File: src/rtl/fifo_pkg.sv
// Shared definitions for the FIFO read-side word packer: defaults, FSM states
// and the byte-count width helper.
package fifo_pkg;

  localparam int WIDTH_DEFAULT = 8;
  localparam int PACK_DEFAULT  = 4;

  typedef enum logic [1:0] {
    FILL     = 2'd0,
    WAIT_OUT = 2'd1,
    FLUSH    = 2'd2
  } pk_state_e;

  // Width needed to hold a byte count from 0 to pack inclusive.
  function automatic int cnt_width(input int pack);
    return $clog2(pack + 1);
  endfunction

endpackage

File: src/rtl/fifo_word_packer_acc.sv
// Byte accumulator: writes the landing byte at slot acc_cnt, keeps the fill
// count, and zero-fills every lane on clear so partial words carry no stale data.
module pack_acc
  import fifo_pkg::*;
#(
  parameter int  WIDTH = WIDTH_DEFAULT,
  parameter int  PACK  = PACK_DEFAULT,
  localparam int CW    = cnt_width(PACK)
) (
  input  logic                  clk,
  input  logic                  rst,
  input  logic                  wr_en,
  input  logic [WIDTH-1:0]      wr_data,
  input  logic                  clr,
  output logic [CW-1:0]         acc_cnt,
  output logic [WIDTH*PACK-1:0] acc_word
);

  logic [WIDTH*PACK-1:0] data_q, data_d, merged;
  logic [CW-1:0]         cnt_q, cnt_d;

  // acc_word includes this cycle's landing byte so a completing word can be
  // handed to the output register without waiting a cycle.
  // NOTE: every signal written in always_comb gets a default first, so no latch is inferred.
  always_comb begin
    merged = data_q;
    for (int i = 0; i < PACK; i++) begin
      if (wr_en && (cnt_q == CW'(i))) merged[i*WIDTH +: WIDTH] = wr_data;
    end
    data_d = clr ? '0 : merged;
    cnt_d  = clr ? '0 : cnt_q + CW'(wr_en);
  end

  // NOTE: the data lanes are reset too, because unfilled lanes must read as zero.
  // NOTE: sequential state uses non-blocking assignments only.
  always_ff @(posedge clk) begin
    if (!rst) begin
      data_q <= '0;
      cnt_q  <= '0;
    end else begin
      data_q <= data_d;
      cnt_q  <= cnt_d;
    end
  end

  assign acc_cnt  = cnt_q;
  assign acc_word = merged;

endmodule

File: src/rtl/fifo_word_packer.sv
// Pops bytes from a one-cycle-latency FIFO, packs PACK of them little-endian
// into a word and offers it on a valid/ready stream; flush emits a partial word.
module fifo_word_packer
  import fifo_pkg::*;
#(
  parameter int  WIDTH = WIDTH_DEFAULT,
  parameter int  PACK  = PACK_DEFAULT,
  localparam int CW    = cnt_width(PACK)
) (
  input  logic                  clk,
  input  logic                  rst,
  input  logic                  fifo_empty,
  output logic                  fifo_rd_en,
  input  logic [WIDTH-1:0]      fifo_data,
  input  logic                  flush,
  output logic                  m_valid,
  input  logic                  m_ready,
  output logic [WIDTH*PACK-1:0] m_data,
  output logic [CW-1:0]         m_count
);

  localparam logic [CW:0]   PACK_W = (CW+1)'(PACK);
  localparam logic [CW-1:0] PACK_C = CW'(PACK);

  pk_state_e             state_q, state_d;
  logic                  pending_q, pending_d;
  logic                  m_valid_q, m_valid_d;
  logic [WIDTH*PACK-1:0] m_data_q, m_data_d;
  logic [CW-1:0]         m_count_q, m_count_d;

  logic [CW-1:0]         acc_cnt;
  logic [WIDTH*PACK-1:0] acc_word;
  logic [CW:0]           commit;
  logic                  out_free, completes, acc_clr, rd_en;

  pack_acc #(.WIDTH(WIDTH), .PACK(PACK)) u_acc (
    .clk      (clk),
    .rst      (rst),
    .wr_en    (pending_q),
    .wr_data  (fifo_data),
    .clr      (acc_clr),
    .acc_cnt  (acc_cnt),
    .acc_word (acc_word)
  );

  assign commit    = {1'b0, acc_cnt} + (CW+1)'(pending_q);
  assign out_free  = !m_valid_q || m_ready;
  assign completes = pending_q && (commit == PACK_W);

  always_comb begin
    state_d   = state_q;
    rd_en     = 1'b0;
    acc_clr   = 1'b0;
    m_valid_d = m_valid_q && !m_ready;
    m_data_d  = m_data_q;
    m_count_d = m_count_q;

    case (state_q)
      FILL: begin
        if (flush) begin
          state_d = FLUSH;
        end else begin
          rd_en = !fifo_empty && ((commit < PACK_W) || ((commit == PACK_W) && out_free));
        end
        // A byte already in flight still lands in the flush cycle.
        if (completes) begin
          if (out_free) begin
            m_valid_d = 1'b1;
            m_data_d  = acc_word;
            m_count_d = PACK_C;
            acc_clr   = 1'b1;
          end else if (!flush) begin
            state_d = WAIT_OUT;
          end
        end
      end
      WAIT_OUT: begin
        if (out_free) begin
          m_valid_d = 1'b1;
          m_data_d  = acc_word;
          m_count_d = PACK_C;
          acc_clr   = 1'b1;
          state_d   = FILL;
        end
      end
      FLUSH: begin
        if (!pending_q) begin
          if (acc_cnt == '0) begin
            state_d = FILL;
          end else if (out_free) begin
            m_valid_d = 1'b1;
            m_data_d  = acc_word;
            m_count_d = acc_cnt;
            acc_clr   = 1'b1;
            state_d   = FILL;
          end
        end
      end
      default: state_d = FILL;
    endcase

    if (!rst) rd_en = 1'b0;
    pending_d = rd_en;
  end

  always_ff @(posedge clk) begin
    if (!rst) begin
      state_q   <= FILL;
      pending_q <= 1'b0;
      m_valid_q <= 1'b0;
      m_data_q  <= '0;
      m_count_q <= '0;
    end else begin
      state_q   <= state_d;
      pending_q <= pending_d;
      m_valid_q <= m_valid_d;
      m_data_q  <= m_data_d;
      m_count_q <= m_count_d;
    end
  end

  assign fifo_rd_en = rd_en;
  assign m_valid    = m_valid_q;
  assign m_data     = m_data_q;
  assign m_count    = m_count_q;

endmodule

File: config.mk
export PLATFORM = sky130hd
export DESIGN_NAME = fifo_word_packer
export DESIGN_NICKNAME = d
export VERILOG_FILES = /design/src/rtl/fifo_pkg.sv /design/src/rtl/fifo_word_packer_acc.sv /design/src/rtl/fifo_word_packer.sv
export SDC_FILE = /design/constraint.sdc
export NUM_CORES = 1
export LEC_CHECK = 0
export CAP_MARGIN = 40
export CORE_ASPECT_RATIO = 1.75
export CORE_UTILIZATION = 40
export DETAILED_ROUTE_END_ITERATION = 10
export MAX_ROUTING_LAYER = met4
export PLACE_DENSITY = 0.74
export SLEW_MARGIN = 15
export SYNTH_ARGS = -nofsm -noshare
export SYNTH_HDL_FRONTEND = slang
export SYNTH_SLANG_ARGS = --single-unit
File: constraint.sdc
create_clock -name clk -period 2.2 [get_ports clk]
set_input_delay 0.22 -clock clk [delete_from_list [all_inputs] [get_ports clk]]
set_output_delay 0.22 -clock clk [all_outputs]
set_load 0.005 [all_outputs]
### After elaboration in Yosys (flattened, before gate mapping)

Index checks and enable logic that the tools add are counted.

| word-level totals | value |
|---|---|
| flip-flop bits (word level) | 74 |
| output and inout port bits | 37 |
| word-level logic and storage cells | 76 |

| operators by class | value |
|---|---|
| add/subtract/negate cells | 2 |
| order comparisons | 1 |
| equal/unequal tests | 10 |
| mux-type cells | 36 |
| bitwise gates (word level) | 1 |
| reductions and logical operators | 19 |

Operators with widths:

| operator | count |
|---|---|
| 32-bit two-way mux | 4 |
| 32-bit case mux with 3 select lines | 1 |
| 8-bit two-way mux | 4 |
| 3-bit two-way mux | 5 |
| 2-bit two-way mux | 7 |
| 1-bit two-way mux | 11 |
| 3-bit case mux with 3 select lines | 1 |
| 1-bit logical AND | 8 |
| 2-bit inequality test (second input constant) | 4 |
| 3-bit by 2-bit == test with 1-bit output (second input constant) | 2 |
| 1-bit case mux with 3 select lines | 2 |
| 2-bit case mux with 3 select lines | 1 |
| 5-bit AND reduction | 1 |
| 3-bit by 1-bit adder with 4-bit output | 1 |
| 4-bit by 3-bit == test with 1-bit output (second input constant) | 1 |
| 4-bit by 3-bit less-than comparator with 1-bit output (second input constant) | 1 |
| 4-bit AND reduction | 1 |
| 3-bit by 1-bit adder with 3-bit output | 1 |
| 3-bit by 1-bit == test with 1-bit output (second input constant) | 1 |
| 1-bit zero test | 3 |
| 3-bit zero test | 1 |
| 3-bit nonzero test | 1 |
| 2-bit by 1-bit == test with 1-bit output (second input constant) | 1 |
| 2-bit == test (second input constant) | 1 |
| 4 further kinds | 5 |

### Depth between registers and ports, before layout

| logic depth | value |
|---|---|
| depth in word-level cells | 8 |
| gate-level depth with buffers | 9 |
| mapped depth without buffers | 6 |

### Hierarchy

A second synthesis with hierarchy kept.

| second synthesis, totals | value |
|---|---|
| cells, all modules | 355 |
| area, all modules | 3,614.7 µm² |

By module, submodules not included:

| module | times used | cells each | area an instance (µm²) | seq. area each (µm²) |
|---|---|---|---|---|
| pack_acc | 1 | 165 | 1,899.3 | 700.7 |
| fifo_word_packer | 1 | 190 | 1,715.4 | 780.7 |

### Worst setup path after synthesis

No wires, ideal clock.

| timing | value |
|---|---|
| path type | reg2reg |
| start point | register pending_q |
| end point | register u_acc.cnt_q[0], in the netlist u_acc.acc_cnt[0] |
| arrival | 2.120 ns |
| slack | -0.035 ns |
| stages on the path, launching flop included | 9 |
| buffers on the path | 2 |
| cell sequence | dfxtp_1 > ha_1 > ha_1 > nor3b_4 > a311oi_4 > buf_6 > or3_1 > buf_4 > and3_1 |

| between the ends | value |
|---|---|
| cells in the longest elaborated chain, start to end | 6 |
| elaborated cells on any way between the ends | 8 |
| those cells by class | add/sub (2); eq/ne (1); mux (3); reduce/logical (2) |

RTL lines:

| what | line | RTL |
|---|---|---|
| from (decl) | fifo_word_packer.sv:26 | `logic pending_q, pending_d;` |
| from (signal assigned) | fifo_word_packer.sv:115 | `pending_q <= pending_d;` |
| 3-bit by 1-bit adder with 4-bit output | fifo_word_packer.sv:46 | `assign commit = {1'b0, acc_cnt} + (CW+1)'(pending_q);` |
| named net commit[1] | fifo_word_packer.sv:33 | `logic [CW:0] commit;` |
| 4-bit by 3-bit == test with 1-bit output | fifo_word_packer.sv:48 | `assign completes = pending_q && (commit == PACK_W);` |
| 1-bit logical AND | fifo_word_packer.sv:48 |  |
| 1-bit two-way mux | fifo_word_packer.sv:66 | `if (completes) begin` |
| 1-bit case mux with 3 select lines | fifo_word_packer.sv:58 | `case (state_q)` |
| 2-bit OR reduction (no source line) | n/a |  |
| to (signal assigned) | fifo_word_packer_acc.sv:42 | `cnt_q <= cnt_d;` |
| to (decl) | fifo_word_packer_acc.sv:20 | `logic [CW-1:0] cnt_q, cnt_d;` |

The timed path passes the listed nets, and every way through them passes these cells.
A chain may end at the register's enable or synchronous reset.

### Final worst setup path

| timing | value |
|---|---|
| start point | register pending_q |
| end point | register m_data_q[5], in the netlist m_data[5] |

| between the ends | value |
|---|---|
| elaborated cells on any way between the ends | 13 |
| those cells by class | add/sub (1); eq/ne (3); mux (6); reduce/logical (3) |

RTL lines:

| what | line | RTL |
|---|---|---|
| 3-bit by 1-bit adder with 4-bit output | fifo_word_packer.sv:46 |  |
| named net commit[1] | fifo_word_packer.sv:33 |  |
| 4-bit by 3-bit == test with 1-bit output | fifo_word_packer.sv:48 |  |
| 1-bit logical AND | fifo_word_packer.sv:48 |  |
| 2-bit inequality test (no source line) | n/a |  |
| 4-bit AND reduction (no source line) | n/a |  |
| to (signal assigned) | fifo_word_packer.sv:117 | `m_data_q <= m_data_d;` |
| to (decl) | fifo_word_packer.sv:28 | `logic [WIDTH*PACK-1:0] m_data_q, m_data_d;` |

The timed path passes the listed nets, and every way through them passes these cells. The select of a mux whose other input is x is not followed.

==> out/results.ini <==
[layout]
areaGrowthSynthToFinish_pct = 29.87
fin_nets = 371
finalInstanceArea_sq_um = 4140
n_antenna_cell = 0
fin_cells = 449
multiInputGateArea_sq_um = 1602
num-fill-cells = 660
final-seq-area_sq_um = 1484
drive_gt1_share_pct = 14.13
postLayoutCoreUtil_pct = 54.34

[synth]
yosysMostFrequentCell = dfxtp_1
yosysTopAreaCell = dfxtp_1
synth_commonest_cells = dfxtp_1, mux2i_1, nor2_1, o31ai_1
synthTopCellsByArea = dfxtp_1, mux2i_1, o31ai_1
syn-num-nets = 328
yosys_warnings = 0
ys_types = 35
syn_area_sq_um = 3188
synth-edff-count = 0
yosysSeqAreaShare_pct = 46.47
synth_top_area_share_pct = 46.47
ys_async_sr_fraction_pct = 0
yosys_register_bits = 74
synthCells = 313
synth_flop_cell = dfxtp_1
avgSynthCellArea_sq_um = 10.19

[timing]
whs_ns = 0.4585
fmax_mhz = 483.7
fin_crit_sh_pct = 93.97
setup_viol = 0
min_period_ns = 2.067
rsz0062_at_grt = false
relSlewSlack_pct = 61.94
drv_slew = 0
tightest_slew_ns = 0.5679
fin_skew_ns = 0.005323
finalHoldViolations = 0
setup-tns-final_ns = 0
finalWorstSetupSlack_ns = 0.1326

[worst_setup_path]
cpLargestDelayFamily = simple AND/OR/NAND/NOR gates
crit_path_cell_trace = ha_4, ha_4, nor3b_4, a311oi_4, buf_12, or4_1, a21boi_1
arrival_ns = 2.33
cp-start-kind = register
required_ns = 2.46
cpPeakStageDelay_ns = 0.52
slowest_stage = or4_1
path_class = reg -> reg
cp_max_fo = 57
worst-path-buf-inv = 1
cp_common_cell = ha_4
crit_path_end_kind = register

[drt]
drc_errors = 0
dr.pass1.iters = 4
drtAntennaViolNets = 0
wirelength_um = 7123
via_count = 2494
wire_per_inst_um = 15.86
via_per_inst = 5.555
drtIter0Drc = 153

[clock_network]
cts.path.max_buffers = 2
clock-sinks = 74
clk_pin_slew_ns = 0.06
clock_insertion_delay_worst_skew_ns = 0.33
ctsHtreeMaxLevel = 3
cts_tree = built
cts_hold_buf = 0
cts_root_buffer = clkbuf_16
numCtsBuffers = 9

[floorplan]
core-area_sq_um = 7620
std_cell_rows = 42
die_w_um = 69.49
ios = 50
start_util_pct = 41.84
die-area_sq_um = 8345
dieHeight_um = 120.1

[grt]
grt_pass1_vias = 2452
gr-total-overflow = 0
grt_usage_pct = 18.76
antenna_found_initial = 0
grt_max_degree = 58
grt_pass1_wl_um = 11990

[worst_hold_path]
hold_class = reg -> reg

[place]
dpl.hpwl_um = 4814
place_area_sq_um = 3815
finalWeightedCongestion = 0.8232
place_ws_ns = 0.04815
place_inst = 432
port_buffers = 49

[pwr]
design_power_total_mw = 2.990
leakagePower_nw = 1.490
power_density_nw_per_um2 = 722.2
ir_drop_uv = 394.2

[outcome]
status = finished, final reports clean

[run]
drv_cap = 0

==> cells by family (layout without fill, tap and decap cells) <==
| kind of cell | count (synthesis) | in the layout | share of synthesized area [%] |
|---|---|---|---|
| AOI/OAI and AO/OA | 66 | 66 | 16.25 |
| xor gates and xnor gates | 1 | 1 | 0.8635 |
| adders and majority gates | 2 | 2 | 0.7848 |
| buffers and inverters | 35 | 83 | 5.377 |
| DFF | 74 | 74 | 46.47 |
| muxes | 39 | 39 | 12.40 |
| and+or+nand+nor | 96 | 96 | 17.86 |
==> metal layers <==
layer / vias up / GRT usage (%) / part of all wire (%)
li1: 1239 / - / -
met1: 1192 / 19.96 / 41
met2: 47 / 31.61 / 52
met3: 16 / 4.618 / 3.4
met4: 0 / 10.33 / 3.7
met5: - / - / 0
==> worst min-delay path: cells and delay by family, from the launching register on <==
family	cells	cell delay (ns)
AO/OA/AOI/OAI	1	0.05
buffers and inverters	1	0.05
flip-flops	1	0.31
==> report_power, final <==
part	switching [mW]	internal [mW]	total (mW)
Sequential	0.00818	1.35	1.36
Combinational	0.112	0.0840	0.196
Clock	0.518	0.916	1.43
Total	0.638	2.35	2.99
==> registers in the layout, summed over array words and instances (netlist names) <==
register and cells:
m_valid 1, m_data 32, u_acc.data_q 32, m_count 3, u_acc.acc_cnt 3, state_q 2, pending_q 1
==> timing repair <==
item / CTS / global route
resized for setup: 4 / 0
endpoints found under the setup margin: 1 / 13
setup buffers: 0 / 1
pin swaps: 1 / 1
cloned: 0 / 0
==> final cells by class <==
class	instances	share of cell area (%)
Inverter	2	0.1813
Timing Repair Buffer	65	15.32
Clock buffer	15	7.193
Tap cell	88	2.659
Clock inverter	1	0.1209
Sequential cell	74	35.84
Multi-Input combinational cell	204	38.68
==> layout by cell type, fill, tap and decap left out, types with 3 or more instances in the layout <==
cell type	n
a21boi_1	28
and3_1	4
buf_4	14
clkbuf_16	9
clkbuf_8	5
clkdlybuf4s50_1	48
dfxtp_1	72
mux2_2	4
mux2i_1	35
nand2_1	10
nand2b_1	3
nor2_1	29
nor2b_1	6
o31ai_1	28
or3_1	3
or4_1	28
==> final timing paths <==
kind / to / cells past startpoint / start / slack [ns]
worst max-delay path: m_data[5] / 7 / pending_q / 0.13
worst min-delay path: m_count[2] / 2 / m_count[2] / 0.46
worst max register to register: m_data[5] / 7 / pending_q / 0.13
worst min register to register: m_count[2] / 2 / m_count[2] / 0.46
Note: power is estimated with default switching activity, not from simulation.
